$ cat src/rtl/ctrl_pkg.sv
// ctrl_pkg
// Shared encodings for the multicycle control path: FSM state codes,
// ALUSrcB / ResultSrc mux selects, multiply class codes and the
// instruction Op classes. Imported by main_fsm_ctrl and mul_class_dec,
// and by the ALU decoder that reuses mul_class_dec.
package ctrl_pkg;

    typedef enum logic [3:0] {
        S_FETCH  = 4'd0,
        S_DECODE = 4'd1,
        S_MEMADR = 4'd2,
        S_MEMRD  = 4'd3,
        S_MEMWB  = 4'd4,
        S_MEMWR  = 4'd5,
        S_EXECR  = 4'd6,
        S_EXECI  = 4'd7,
        S_ALUWB  = 4'd8,
        S_BRANCH = 4'd9,
        S_MULWB  = 4'd10
    } state_t;

    localparam logic [1:0] SRCB_RD2  = 2'b00;
    localparam logic [1:0] SRCB_IMM  = 2'b01;
    localparam logic [1:0] SRCB_FOUR = 2'b10;

    localparam logic [1:0] RES_ALUOUT    = 2'b00;
    localparam logic [1:0] RES_DATA      = 2'b01;
    localparam logic [1:0] RES_ALURESULT = 2'b10;

    localparam logic [1:0] MUL_NONE = 2'b00;
    localparam logic [1:0] MUL_32   = 2'b01;
    localparam logic [1:0] MUL_U64  = 2'b10;
    localparam logic [1:0] MUL_S64  = 2'b11;

    localparam logic [1:0] OP_DP  = 2'b00;
    localparam logic [1:0] OP_MEM = 2'b01;
    localparam logic [1:0] OP_BR  = 2'b10;

endpackage

$ cat src/rtl/mul_class_dec.sv
// mul_class_dec
// Combinational decode of the multiply class out of the instruction fields.
// Ports:
//   op      in  2  Instr[27:26]
//   funct   in  6  Instr[25:20]
//   mul_nib in  4  Instr[7:4], 4'b1001 marks the multiply class
//   mul_sel out 2  00 none, 01 MUL, 10 UMULL, 11 SMULL
module mul_class_dec (
    input  logic [1:0] op,
    input  logic [5:0] funct,
    input  logic [3:0] mul_nib,
    output logic [1:0] mul_sel
);
    import ctrl_pkg::*;

    // Only the data-processing class with the 1001 nibble is a multiply.
    // Funct[5:3] separates 32-bit MUL from the long forms, and Funct[2]
    // is the signed bit that picks SMULL over UMULL.
    always_comb begin
        mul_sel = MUL_NONE;
        if (op == OP_DP && mul_nib == 4'b1001) begin
            if (funct[5:3] == 3'b000) begin
                mul_sel = MUL_32;
            end else if (funct[5:3] == 3'b001) begin
                mul_sel = funct[2] ? MUL_S64 : MUL_U64;
            end
        end
    end

    // The accumulate / set-flags bits do not affect the class.
    logic unused_funct;
    assign unused_funct = ^funct[1:0];

endmodule

$ cat src/rtl/main_fsm_ctrl.sv
// main_fsm_ctrl
// Multicycle main control FSM. Sequences fetch, decode, load/store,
// data-processing, branch and the multiply forms, producing every
// per-cycle enable and mux select of the datapath. Outputs are decoded
// from the state register; MulSel is captured in DECODE and held until
// the return to FETCH.
// Ports:
//   clk, reset (synchronous, active-high)
//   Op, Funct, MulNib       decoded fields of the latched instruction
//   IRWrite, AdrSrc, ALUSrcA, ALUSrcB, ResultSrc   datapath controls
//   NextPC, RegW, RegWHi, MemW, Branch, ALUOp, MulSel  qualifiers
//   State                   current state (debug)
// Optional build macro MEM_WAIT_EN adds MemReady / MemFault and memory
// wait states with a WAIT_LIMIT timeout.
module main_fsm_ctrl #(
    parameter int STATE_W    = 4,
    parameter int WAIT_LIMIT = 15
) (
    input  logic               clk,
    input  logic               reset,
    input  logic [1:0]         Op,
    input  logic [5:0]         Funct,
    input  logic [3:0]         MulNib,
`ifdef MEM_WAIT_EN
    input  logic               MemReady,
    output logic               MemFault,
`endif
    output logic               IRWrite,
    output logic               AdrSrc,
    output logic               ALUSrcA,
    output logic [1:0]         ALUSrcB,
    output logic [1:0]         ResultSrc,
    output logic               NextPC,
    output logic               RegW,
    output logic               RegWHi,
    output logic               MemW,
    output logic               Branch,
    output logic               ALUOp,
    output logic [1:0]         MulSel,
    output logic [STATE_W-1:0] State
);
    import ctrl_pkg::*;

    state_t     state_q, state_d;
    logic [1:0] mul_dec;
    logic [1:0] mul_sel_q, mul_sel_d;

    mul_class_dec u_mul_class_dec (
        .op      (Op),
        .funct   (Funct),
        .mul_nib (MulNib),
        .mul_sel (mul_dec)
    );

`ifdef MEM_WAIT_EN
    localparam int WAIT_W = $clog2(WAIT_LIMIT + 1);

    logic [WAIT_W-1:0] wait_cnt_q, wait_cnt_d;
    logic              fault_q, fault_d;
    logic              mem_wait;
    logic              timeout;

    // A memory state that has not seen MemReady is stalling; once it has
    // stalled WAIT_LIMIT cycles the access is abandoned.
    always_comb begin
        mem_wait = (state_q == S_FETCH || state_q == S_MEMRD ||
                    state_q == S_MEMWR) && !MemReady;
        timeout  = mem_wait && (wait_cnt_q == WAIT_W'(WAIT_LIMIT));
    end
`else
    logic unused_wait_limit;
    assign unused_wait_limit = ^WAIT_LIMIT;
`endif

    // State register plus the MulSel capture; everything clears on reset.
    always_ff @(posedge clk) begin
        if (reset) begin
            state_q    <= S_FETCH;
            mul_sel_q  <= MUL_NONE;
`ifdef MEM_WAIT_EN
            wait_cnt_q <= '0;
            fault_q    <= 1'b0;
`endif
        end else begin
            state_q    <= state_d;
            mul_sel_q  <= mul_sel_d;
`ifdef MEM_WAIT_EN
            wait_cnt_q <= wait_cnt_d;
            fault_q    <= fault_d;
`endif
        end
    end

    // Next-state logic. Long multiplies leave EXECR for MULWB so both
    // halves are written back together; Op = 11 is treated as a no-op.
    always_comb begin
        state_d = S_FETCH;
        case (state_q)
            S_FETCH:  state_d = S_DECODE;
            S_DECODE: begin
                case (Op)
                    OP_BR:   state_d = S_BRANCH;
                    OP_MEM:  state_d = S_MEMADR;
                    OP_DP:   state_d = Funct[5] ? S_EXECI : S_EXECR;
                    default: state_d = S_FETCH;
                endcase
            end
            S_MEMADR: state_d = Funct[0] ? S_MEMRD : S_MEMWR;
            S_MEMRD:  state_d = S_MEMWB;
            S_MEMWB:  state_d = S_FETCH;
            S_MEMWR:  state_d = S_FETCH;
            S_EXECR:  state_d = mul_sel_q[1] ? S_MULWB : S_ALUWB;
            S_EXECI:  state_d = S_ALUWB;
            default:  state_d = S_FETCH;
        endcase
`ifdef MEM_WAIT_EN
        if (mem_wait) begin
            state_d = state_q;
        end
        if (timeout) begin
            state_d = S_FETCH;
        end
`endif
    end

    // MulSel is taken from the decoder while in DECODE and frozen for the
    // rest of the instruction, so EXECR can choose its writeback path.
    always_comb begin
        mul_sel_d = mul_sel_q;
        if (state_q == S_DECODE) begin
            mul_sel_d = mul_dec;
        end
        if (state_d == S_FETCH) begin
            mul_sel_d = MUL_NONE;
        end
    end

`ifdef MEM_WAIT_EN
    // The wait counter only runs while a memory state is stalled and
    // restarts on any state change or after a timeout.
    always_comb begin
        wait_cnt_d = '0;
        fault_d    = fault_q;
        if (mem_wait && !timeout) begin
            wait_cnt_d = wait_cnt_q + 1'b1;
        end
        if (timeout) begin
            fault_d = 1'b1;
        end
    end

    assign MemFault = fault_q;
`endif

    // Moore output decode. With memory waits, the fetch only commits
    // (IR load and PC advance) in the cycle the memory is ready.
    always_comb begin
        IRWrite   = 1'b0;
        AdrSrc    = 1'b0;
        ALUSrcA   = 1'b0;
        ALUSrcB   = SRCB_RD2;
        ResultSrc = RES_ALUOUT;
        NextPC    = 1'b0;
        RegW      = 1'b0;
        RegWHi    = 1'b0;
        MemW      = 1'b0;
        Branch    = 1'b0;
        ALUOp     = 1'b0;
        case (state_q)
            S_FETCH: begin
`ifdef MEM_WAIT_EN
                IRWrite = MemReady;
                NextPC  = MemReady;
`else
                IRWrite = 1'b1;
                NextPC  = 1'b1;
`endif
                ALUSrcA   = 1'b1;
                ALUSrcB   = SRCB_FOUR;
                ResultSrc = RES_ALURESULT;
            end
            S_DECODE: begin
                ALUSrcA   = 1'b1;
                ALUSrcB   = SRCB_FOUR;
                ResultSrc = RES_ALURESULT;
            end
            S_MEMADR: ALUSrcB = SRCB_IMM;
            S_MEMRD:  AdrSrc = 1'b1;
            S_MEMWB: begin
                ResultSrc = RES_DATA;
                RegW      = 1'b1;
            end
            S_MEMWR: begin
                AdrSrc = 1'b1;
                MemW   = 1'b1;
            end
            S_EXECR:  ALUOp = 1'b1;
            S_EXECI: begin
                ALUSrcB = SRCB_IMM;
                ALUOp   = 1'b1;
            end
            S_ALUWB:  RegW = 1'b1;
            S_MULWB: begin
                RegW   = 1'b1;
                RegWHi = 1'b1;
            end
            S_BRANCH: begin
                ALUSrcB   = SRCB_IMM;
                ResultSrc = RES_ALURESULT;
                Branch    = 1'b1;
            end
            default: ;
        endcase
    end

    assign MulSel = (state_q == S_DECODE) ? mul_dec : mul_sel_q;
    assign State  = STATE_W'(state_q);

endmodule

$ cat config.mk
export PLATFORM = sky130hd
export DESIGN_NAME = main_fsm_ctrl
export DESIGN_NICKNAME = d
export VERILOG_FILES = /design/src/rtl/ctrl_pkg.sv /design/src/rtl/mul_class_dec.sv /design/src/rtl/main_fsm_ctrl.sv
export SDC_FILE = /design/constraint.sdc
export NUM_CORES = 1
export LEC_CHECK = 0
export CAP_MARGIN = 0
export CORE_MARGIN = 4
export CORE_UTILIZATION = 35
export DETAILED_ROUTE_END_ITERATION = 8
export PLACE_DENSITY = 0.77
export SYNTH_ARGS = -nofsm -noshare
export SYNTH_HDL_FRONTEND = slang
export SYNTH_HIERARCHICAL = 1
export SYNTH_SLANG_ARGS = --single-unit
$ cat constraint.sdc
create_clock -name clk -period 2.3 [get_ports clk]
set_input_delay 0.575 -clock clk [delete_from_list [all_inputs] [get_ports clk]]
set_output_delay 0.575 -clock clk [all_outputs]
set_load 0.01 [all_outputs]
; Word level (Yosys, flattened, before mapping)
; Cells that the tools add are included.
[op_classes]
n_eq_ne = 14
muxes = 20
reduce_logical = 12
[ops]
columns = op, n
row1 = $pmux W4 S6, 1
row2 = $eq A4 B3 Y1 const B, 4
row3 = $eq A4 B4 Y1 const B, 4
row4 = $pmux W4 S3, 1
row5 = $mux W1, 10
row6 = $mux W2, 5
row7 = $reduce_or A3 Y1, 3
row8 = $eq A4 B2 Y1 const B, 2
row9 = $logic_not A4 Y1, 2
row10 = $pmux W2 S2, 2
row11 = $reduce_or A2 Y1, 4
row12 = $eq A4 B1 Y1 const B, 1
row13 = $eq A3 B1 Y1 const B, 1
row14 = $logic_not A3 Y1, 1
row15 = $mux W3, 1
row16 = $eq A2 B1 Y1 const B, 1
row17 = $eq A2 B2 Y1 const B, 1
row18 = $logic_not A2 Y1, 1
row19 = $logic_and A1 B1 Y1, 1
[totals]
reg_bits = 6
input_bits = 14
out_inout_bits = 19

; Logic depth before layout (Yosys ltp)
[depth]
depth_word = 5
depth_mapped = 4

; Modules after synthesis
; The synthesis kept the hierarchy.
[modules_own_cells]
columns = mod, instances, cells_per_inst, area_per_inst_um2, seq_area_each_um2
row1 = main_fsm_ctrl, 1, 56, 483.0, 120.1
row2 = mul_class_dec, 1, 6, 42.5, 0.0

; Least setup slack after synthesis
; No wires, ideal clock.
[synth_path]
kind = input port to output port
start = input port Funct[4]
end = output port MulSel[0]
arrival_time_ps = 1437
required_ps = 1725
setup_slack_ps = 288
stages = 3
cell_sequence = or4_4 -> nor3_1 -> mux2_4
[synth_via]
elab_chain_cells = 5
elab_cells_between_ends = 6
[synth_lines]
columns = item, line
row1 = "start, declared", main_fsm_ctrl.sv:22  ; input logic [5:0] Funct,
row2 = $eq A3 B1 Y1, mul_class_dec.sv:24  ; end else if (funct[5:3] == 3'b001) begin
row3 = $mux W2, mul_class_dec.sv:24
row4 = $mux W2 *, mul_class_dec.sv:22  ; if (funct[5:3] == 3'b000) begin
row5 = $mux W2 *, mul_class_dec.sv:21  ; if (op == OP_DP && mul_nib == 4'b1001) begin
row6 = via mul_dec[0], main_fsm_ctrl.sv:45  ; logic [1:0] mul_dec;
row7 = $mux W2 *, n/a
row8 = "end, declared", main_fsm_ctrl.sv:39  ; output logic [1:0] MulSel,
; The timed path passes the listed nets; every way through them passes the cells marked *.

; Final worst setup path
[layout_path]
start = input port MulNib[2]
end = output port MulSel[0]
[layout_via]
elab_chain_cells = 4
[layout_lines]
columns = item, line
row1 = "start, declared", main_fsm_ctrl.sv:23  ; input logic [3:0] MulNib,
row2 = $eq A4 B4 Y1, mul_class_dec.sv:21
row3 = $logic_and A1 B1 Y1, mul_class_dec.sv:21
row4 = $mux W2, mul_class_dec.sv:21
row5 = via mul_dec[0], main_fsm_ctrl.sv:45
row6 = $mux W2, n/a
; The timed path passes the listed nets, and every way through them passes these cells.

==> metrics <==
share of cells above drive strength 1=0.330; area of the multi-input gates=387 um^2; multiplexer share of the synthesized area=0.0571; Root Buffer=clkbuf_4; max frequency=around 440 MHz; CTS clk-pin slew, worst paths=roughly 50 ps; vias=600; clock power share=0.249; Arr. time, crit path=1700 ps; row count=13; vias in the first global route=about 570; initial antenna violation count=0; Max-slew headroom=0.789; Clock Sinks=6; DR WL/cell=about 14 um; crit path kind=in -> out; FILL cells=between 100 and 150; gr ovfl total=0; Comb power frac=0.440; fin crit share=0.989; Critical Path End Type=output port; drt initial violations=16; Synth Area in Compound Gates=0.167; IO Port Bufs=31; Synth Register Bits=6; Cells after Synth=62; Core Area=1350 um^2; min Tclk post-route=approximately 2300 ps; Hold Path Stages=2; n_diodes=0; worst slack, placed=-682 ps; Worst VDD drop=approximately 0.25 mV; Hold Path Class=reg -> reg; Net Sw Power=0.111 mW; clock latency on the worst-skew pair=around 240 ps; Seq pwr share=0.311; share of the synthesized area in the top cell type=0.229; worst flop-to-flop path endpoint=mul_sel_q[1]; RSZ-0062 raised after global routing=yes; Worst R2R Setup Slack=between 800 and 900 ps; final-report hold violation count=0; CTS HTree Levels=1; Tightest Pin Transition=308 ps; first-pass GRT wire length=~2400 um; die width=46.8 um; Total Nets Final=around 120; ANT nets after route=0; reg2reg start=State[3]; Synth warnings=6; Mean Syn Cell Area=approximately 8.5 um^2; PD cells=between 300 and 400 nW/um^2; routability-driven placement congestion ratio=0.863; Starting Density=0.389; Pre-antenna DRT Iters=4; Core Util, Final=0.692; largest family of logic cells by synthesized area=simple AND/OR/NAND/NOR gates; Crit path required time=around 1700 ps; Startpoint Class=primary input; most frequent cells in the layout=23 x clkdlybuf4s50_1, 10 x buf_4, 8 x nor2_1; commonest non-fill, non-tap cell in the layout=clkdlybuf4s50_1; drt drc=0; Clock Skew=approximately 5.7 ps; synthesized cell area=526 um^2; CTS buffer count=3; Sw Ratio=0.297; HP Start=mul_sel_q[1]; max cap viols=0; clock tree buffer depth=2; detailed-placement wirelength estimate=around 1300 um; Routed WL=approximately 1600 um; Int Power=roughly 0.26 mW; worst-path fanout max=2; io pins=33; FF+latch area=roughly 120 um^2; Synth Area in Simple Gates=0.417; Layout area overhead=77.9%; post-synthesis cell type count=31; Worst Hold Path EP=State[1]; final slew viol count=0; Die Ht=approximately 47 um; XOR/XNOR Fraction of Synth Area=0.0333; R2R depth=4; leakage=about 0.37 nW; cell taking the most area after synthesis=dfxtp_1; Post-Synth Adder-Cell Area=0; # hold bufs at CTS=0; CTS tree=done; status=completed; Final WS setup=around 26 ps; vias per std cell=about 5.2; largest net degree at the start of global routing=11; Tot GR Track Use=0.156; syn_nets=76; die area=2190 um^2; Synth area leaders=dfxtp_1 23%, nor3_1 6.7%, buf_4 5.7%; final setup vio count=0; share of the yosys chip area belonging to registers=0.229
==> state kept, by name (all words and copies together), names as in the netlist <==
signal / flops
State: 4
mul_sel_q: 2
==> critical path, cell delays in order <==
cell	delay [ps]
clkdlybuf4s50_1	410
nand4bb_4	240
nor3_2	190
mux2_4	170
buf_2	120
==> Yosys cell counts <==
library cell	instances
dfxtp_1	6
nand2b_4	1
o211ai_1	1
a22oi_1	1
nand4bb_1	1
a2111oi_0	1
nor2b_1	2
a2111oi_2	1
nor2_1	8
nand2_1	1
or4_4	1
nor4b_2	1
nor4_1	1
nand3_1	2
nor3_1	7
xnor2_1	1
a311oi_2	1
o21a_1	1
a211oi_1	1
o21ai_1	2
and2b_1	2
mux2_4	2
nand2b_1	4
nor4b_4	1
or3_1	1
inv_1	2
buf_2	2
xor2_1	1
o32ai_1	1
buf_4	4
inv_2	1
==> power groups by stage <==
stage               Combinational, mW  Sequential, mW  Clock (mW)
finish                          0.164           0.116      0.0932
global route                    0.177           0.117       0.103
detailed placement              0.165           0.117           0
CTS                             0.163           0.116      0.0980
global placement                0.163           0.117           0
floorplan                      0.0788           0.121           0
==> worst max-delay path by stage <==
stage	startpoint	end	slack, ps
2_1_floorplan	Funct[4]	MulSel[0]	290
3_3_place_gp	Funct[5]	MulSel[1]	-670
3_5_place_dp	Funct[5]	MulSel[0]	-680
4_1_cts	Op[0]	MulSel[1]	3
5_1_grt	MulNib[2]	MulSel[0]	-40
6_report	MulNib[2]	MulSel[0]	30
==> layer usage <==
metal | GRT usage | wire length [um] | up-vias | part of all wire
met1 | 0.203 | 649 | 275 | 0.42
met3 | 0.0421 | 168 | 0 | 0.11
met5 | 0 | 0 | - | 0
li1 | - | - | 299 | -
met2 | 0.261 | 738 | 26 | 0.47
met4 | 0.0331 | 0 | 0 | 0
==> through the flow <==
stage                     hold slack (ps)  cell area (um^2)  instances  power, mW  TNS [ps]
after detailed placement              533               882        111      0.283     -1350
final                                 519               935        115      0.374         0
after global routing                  566               935        115      0.396     -36.7
after CTS                             534               913        115      0.377         0
after floorplan                       494               526         62      0.200         0
after global placement                532               882        111      0.281     -1330
==> cell type report <==
class	instances	share of cell area
multi-input combinational	47	0.414
timing repair buffer	41	0.399
tap	15	0.0201
clock buffer	3	0.0241
inverter	3	0.0120
sequential	6	0.131
==> logic make-up (layout without fill, tap and decap cells) <==
kind of cell           after synthesis  in the layout
AND/OR/NAND/NOR                     33             33
multiplexers                         2              2
buffers and inverters                9             47
XOR/XNOR                             2              2
AO/OA/AOI/OAI                       10             10
flip-flops                           6              6
==> timing repair <==
item	in CTS	in global routing
setup buffers	1	0
setup endpoints to repair	4	6
pin swaps	3	1
resized for setup	24	4
Note: power is estimated with default switching activity, not from simulation.
==> edit 1: new RTL, same settings <==
Set the parameter `STATE_W` to 5 (it was 4).
--- a/src/rtl/main_fsm_ctrl.sv
+++ b/src/rtl/main_fsm_ctrl.sv
@@ -15,3 +15,3 @@
 module main_fsm_ctrl #(
-    parameter int STATE_W    = 4,
+    parameter int STATE_W    = 5,
     parameter int WAIT_LIMIT = 15
Ports: changed (resized State); port bits go from 33 to 34. No check against the original RTL was run, so the function may have changed too.
==> edit 1 against the unedited design <==
- setup slack got worse by 0.014 ns
- utilization up 1.1 points
- sequential cell count stayed put
- non-clock buffer count rose by 1
- wire length fell by 0.96%
- synthesized area grew 2.1%
- design area grew 2.8%
- combinational power is 5% lower
- total power shrank 1.6%
- clock power is 0.8% lower
==> edit 1: results (changes against the unedited design) <==
- Status: finished, final reports clean
- Synth cell types: 32 (+3.2%)
- Filler Cell Count: 118 (-1.7%)
- Max stage delay on crit path: 0.54 ns (+0.13 ns)
- PortBufs: 31 (unchanged)
- First-pass GRT wire length: 2463 um (+1.1%)
- Syn_nets: 78 (+2.6%)
- Global placer's final weighted congestion: 0.8408 (-2.5%)
- Worst skew pair latency: 0.24 ns (about the same)
- Vias in the first global route: 601 (+5.6%)
- Final Non-Filler Cells: 117 (+1.7%)
- Hold Crit Class: register to register
- Syn Area/Cell: 8.387 um^2 (-1.0%)
- Root buffer cell: clkbuf_4
- Inst Count DP: 112 (+0.90%)
- Async SR Flop Fraction: 0% (unchanged)
- Pleak: 0.4183 nW (+14%)
- Area after DPL: 885.9 um^2 (+0.43%)
- Total number of yosys warnings: 6 (unchanged)
- All-Layer GR Usage: 15.61% (about the same)
- Post-synth top cells: 8 x nor2_1, 7 x nor3_1, 6 x dfxtp_1
- Pin count of the biggest net entering global routing: 12 (+1)
- Top flop regs: state_q x4, mul_sel_q x2
- Drt via density: 5.094 (-2.4%)
- Synth area leaders: dfxtp_1 22%, buf_4 7.0%, nor3_1 6.5%, mux2_4 5.6%, nor2_1 5.6%
- Sequential fraction of the synthesis area: 22.38% (-0.48 points)
- Slowest CP cell: or4_4
- DP HPWL: 1243 um (-2.8%)
- Drt initial violations: 9 (-7)
- Post-synth top flop: dfxtp_1
- Clk_skew: 0.0001596 ns (-0.005537 ns)
- Share of cells above drive strength 1: 35.29% (+2.3 points)
- Worst vdd ir: 0.2767 mV (+12%)
- Ant diodes: 0 (unchanged)
- H-tree levels: 1 (unchanged)
- Final nets: 118 (+1.7%)
- Average wire per standard cell: 13.18 um (-2.7%)
-- edit 1: cell count changes in the layout (fill, tap and decap cells not counted), moves of 2 or more --
| cell | before | now |
|---|---|---|
| clkdlybuf4s50_1 | 23 | 18 |
| dfxtp_4 | 0 | 2 |
| dlygate4sd2_1 | 2 | 5 |
| buf_2 | 3 | 1 |
| buf_6 | 1 | 4 |
-- edit 1: area by class of cell --
cell class / count / share of cell area, %
clock buffer: 3 / 2.344
timing repair buffer: 42 / 40.23
inverter: 3 / 1.172
multi-input combinational: 48 / 40.89
tap: 15 / 1.953
sequential: 6 / 13.41
-- edit 1: path summary, 6_finish.rpt --
path	depth (start not counted)	endpoint	slack, ns	startpoint
hold reg to reg	1	state_q[0]	0.51	state_q[0]
hold / removal	1	state_q[0]	0.51	state_q[0]
setup / recovery	6	MulSel[0]	0.01	Funct[5]
setup reg to reg	4	mul_sel_q[0]	0.87	state_q[2]
-- edit 1: repair_timing --
action                                  CTS  global route
resized for setup                        36             8
endpoints found under the hold margin     0             0
buffers inserted                          2             0
gates cloned                              0             0
endpoints found under the setup margin    8             6
pin swaps                                 3             1
-- edit 1: through the flow --
stage / worst slack [ns] / hold WS [ns] / util, % / power, mW / TNS [ns]
2_1_floorplan: 0.2878 / 0.4940 / - / 0.2020 / 0
3_3_place_gp: -0.7149 / 0.5225 / 64.84 / 0.2796 / -1.405
3_5_place_dp: -0.8215 / 0.5300 / 64.84 / 0.2822 / -1.562
4_1_cts: 0.002559 / 0.5283 / 69.51 / 0.3741 / 0
5_1_grt: -0.02431 / 0.5401 / 70.33 / 0.3911 / -0.02431
6_report: 0.01210 / 0.5132 / 70.33 / 0.3676 / 0
-- edit 1: metal layers --
metal  wire [um]  share of wire [%]  track usage (%)
met4           8               0.52            3.315
met3         139                9.0            5.364
met1         623                 40            16.93
met5           0                  0                0
met2         771                 50            29.00
-- edit 1: worst max-delay path, delay by kind of cell --
kind / cells / cell delay (ns)
buf+inv: 3 / 0.32
mux: 1 / 0.17
simple gates: 2 / 0.65
-- edit 1: cells by family after synthesis --
group                  after synthesis  share of synthesized area, %
AND/OR/NAND/NOR                     33                         40.79
multiplexers                         2                         5.595
XOR/XNOR                             2                         3.264
AO/OA/AOI/OAI                       10                         16.32
flip-flops                           6                         22.38
buffers and inverters               10                         10.96
other                                1                        0.6986
-- edit 1: report_power, final --
group / switching, mW / total (mW) / internal [mW]
combinational: 0.0665 / 0.156 / 0.0896
clock: 0.0337 / 0.0925 / 0.0587
sequential: 0.0100 / 0.119 / 0.109
total: 0.110 / 0.368 / 0.257
==> edit 2: new RTL, same flow settings <==
Made on the original files. Make the reset (`reset`) asynchronous in one clocked block.
--- a/src/rtl/main_fsm_ctrl.sv
+++ b/src/rtl/main_fsm_ctrl.sv
@@ -75,3 +75,3 @@
     // State register plus the MulSel capture; everything clears on reset.
-    always_ff @(posedge clk) begin
+    always_ff @(posedge clk or posedge reset) begin
         if (reset) begin
Function: differs if reset is asserted again (counterexample within 4 cycles, from zero or initial values and one cycle with reset high); with reset held inactive, the same outputs for 10 cycles.
==> edit 2 against the unedited design <==
- setup slack got worse by 0.0036 ns
- register-to-register slack better by 0.08 ns
- sequential cell count stayed put
- synthesized area is 2.4% lower
- clock skew hardly changed
- wire length decreased by 1.2%
- count of clock-buffer cells in the layout did not move
- global-route usage fell by 0.77 points
- design area shrank 2.5%
Power is not compared: it rests on default switching activity, and its combinational part moved more than twofold at a synthesized area within 25%.
==> edit 2: results (changes against the unedited design) <==
- Synth cell types: 31 (unchanged)
- First-pass iteration count of the detailed router: 4 (unchanged)
- Syn_nets: 73 (-3.9%)
- Share of cells above drive strength 1: 25.81% (-7.2 points)
- Slowest CP cell: clkdlybuf4s50_1
- Routed wire length: 1538 um (-1.2%)
- Vias in the first global route: 522 (-8.3%)
- Yosys top cell by area: dfrtp_1
- Drt initial violations: 9 (-7)
- Synth area leaders: dfrtp_1 29%, nor3_1 5.9%, nor4b_4 4.6%, mux2_2 4.4%, nor2_1 4.4%
- Pleak: between 0.4 and 0.5 nW
- H-tree levels: 1 (unchanged)
- Root buffer cell: clkbuf_4
- Worst vdd ir: about 0.90 mV
- Grt met3 use: 5.469% (+1.3 points)
- Clk pin slew, worst setup/hold paths: ~0.040 ns
- Total number of yosys warnings: 6 (unchanged)
- Vias post-DR: 563 (-6.2%)
- Sequential fraction of the synthesis area: 29.27% (+6.4 points)
- First-pass GRT wire length: 2228 um (-8.5%)
- Met1 Routed Length: 614 um (-5.4%)
- Worst skew pair latency: 0.24 ns (about the same)
- Global placer's final weighted congestion: 0.7120 (-17%)
- CP max FO: 2 (unchanged)
- Clock buffer depth: 2 (unchanged)
- Clk_skew: 0.005363 ns (-0.0003341 ns)
- Sw Share: between 40% and 50%
- Hold Crit Class: input pin to asynchronous set/reset pin
- Met1 Use GR: 17.52% (-2.8 points)
- Number of buffers added for setup after CTS: 0 (-1)
- Met3 Routed Length: 126 um (-25%)
- Drt via density: 5.213 (about the same)
- Ant diodes: 0 (unchanged)
- Slew headroom: 79.09% (+0.16 points)
- Post-synth top cells: 6 x dfrtp_1, 6 x nor2_1, 6 x nor3_1
- Final nets: 109 (-6.0%)
- Setup Total Neg Slack: 0 ns (unchanged)
- Met2 usage: 24.45% (-1.6 points)
- Power consumption: roughly 1 mW
- DP HPWL: 1229 um (-3.9%)
- Pin count of the biggest net entering global routing: 19 (+8)
- Status: finished, final reports clean
- Max stage delay on crit path: 0.48 ns (+0.07 ns)
- Post-synth top flop: dfrtp_1
- Initial antenna violation count: 0 (unchanged)
- DR WL met2: 798 um (+8.1%)
- Syn Area/Cell: 8.695 um^2 (+2.6%)
- Seq. pwr: 0.161 mW
- Async SR Flop Fraction: 100.0% (+100 points)
- All-Layer GR Usage: 14.85% (-0.77 points)
- Uppermost routed layer: met3
edit 2: cell types whose count changed after synthesis, moves of 2 or more:
cell / before / now
nor2_1: 8 / 6
o21ai_1: 2 / 0
buf_4: 4 / 2
mux2_4: 2 / 0
dfrtp_1: 0 / 6
mux2_2: 0 / 2
o32a_1: 0 / 2
dfxtp_1: 6 / 0
inv_1: 2 / 5
edit 2: timing repair:
item,CTS,global route
pin swaps,3,3
endpoints found under the setup margin,7,5
hold buffers,0,0
resized for setup,32,10
edit 2: per-stage QoR:
stage	setup WS [ns]	cell area, um^2
finish	0.02241	910.9
global route	-0.002573	910.9
CTS	0.002631	893.4
detailed placement	-0.7154	847.1
global placement	-0.6582	847.1
floorplan	0.2846	513.0
edit 2: worst paths after layout:
check	from	endpoint	slack (ns)	cells after the start
max reg2reg	State[1]	mul_sel_q[1]	0.92	3
max	Funct[3]	MulSel[0]	0.02	5
min reg2reg	mul_sel_q[0]	mul_sel_q[0]	0.62	2
max in group asynchronous	reset	State[1]	1.57	2
min in group clk	mul_sel_q[0]	mul_sel_q[0]	0.62	2
min	reset	mul_sel_q[1]	0.54	2
edit 2: cell type report:
class	instances	area, um^2
clock buffers	3	22.52
multi-input cells	42	352.8
fillers	112	422.9
repair buffers	37	347.8
flip-flops and latches	6	150.1
inverters	5	18.77
well taps	15	18.77
edit 2: logic make-up (layout without fill, tap and decap cells):
family          Yosys count  after routing  synth area share, %
compound gates           10             10                14.63
mux                       3              3                6.341
flops                     6              6                29.27
xor+xnor                  2              2                3.415
simple gates             27             27                34.88
buf+inv                  11             45                11.46
edit 2: worst max-delay path, delay by kind of cell:
family	cells	cell delay, ns
multiplexers	1	0.26
buffers and inverters	2	0.60
AND/OR/NAND/NOR	2	0.26
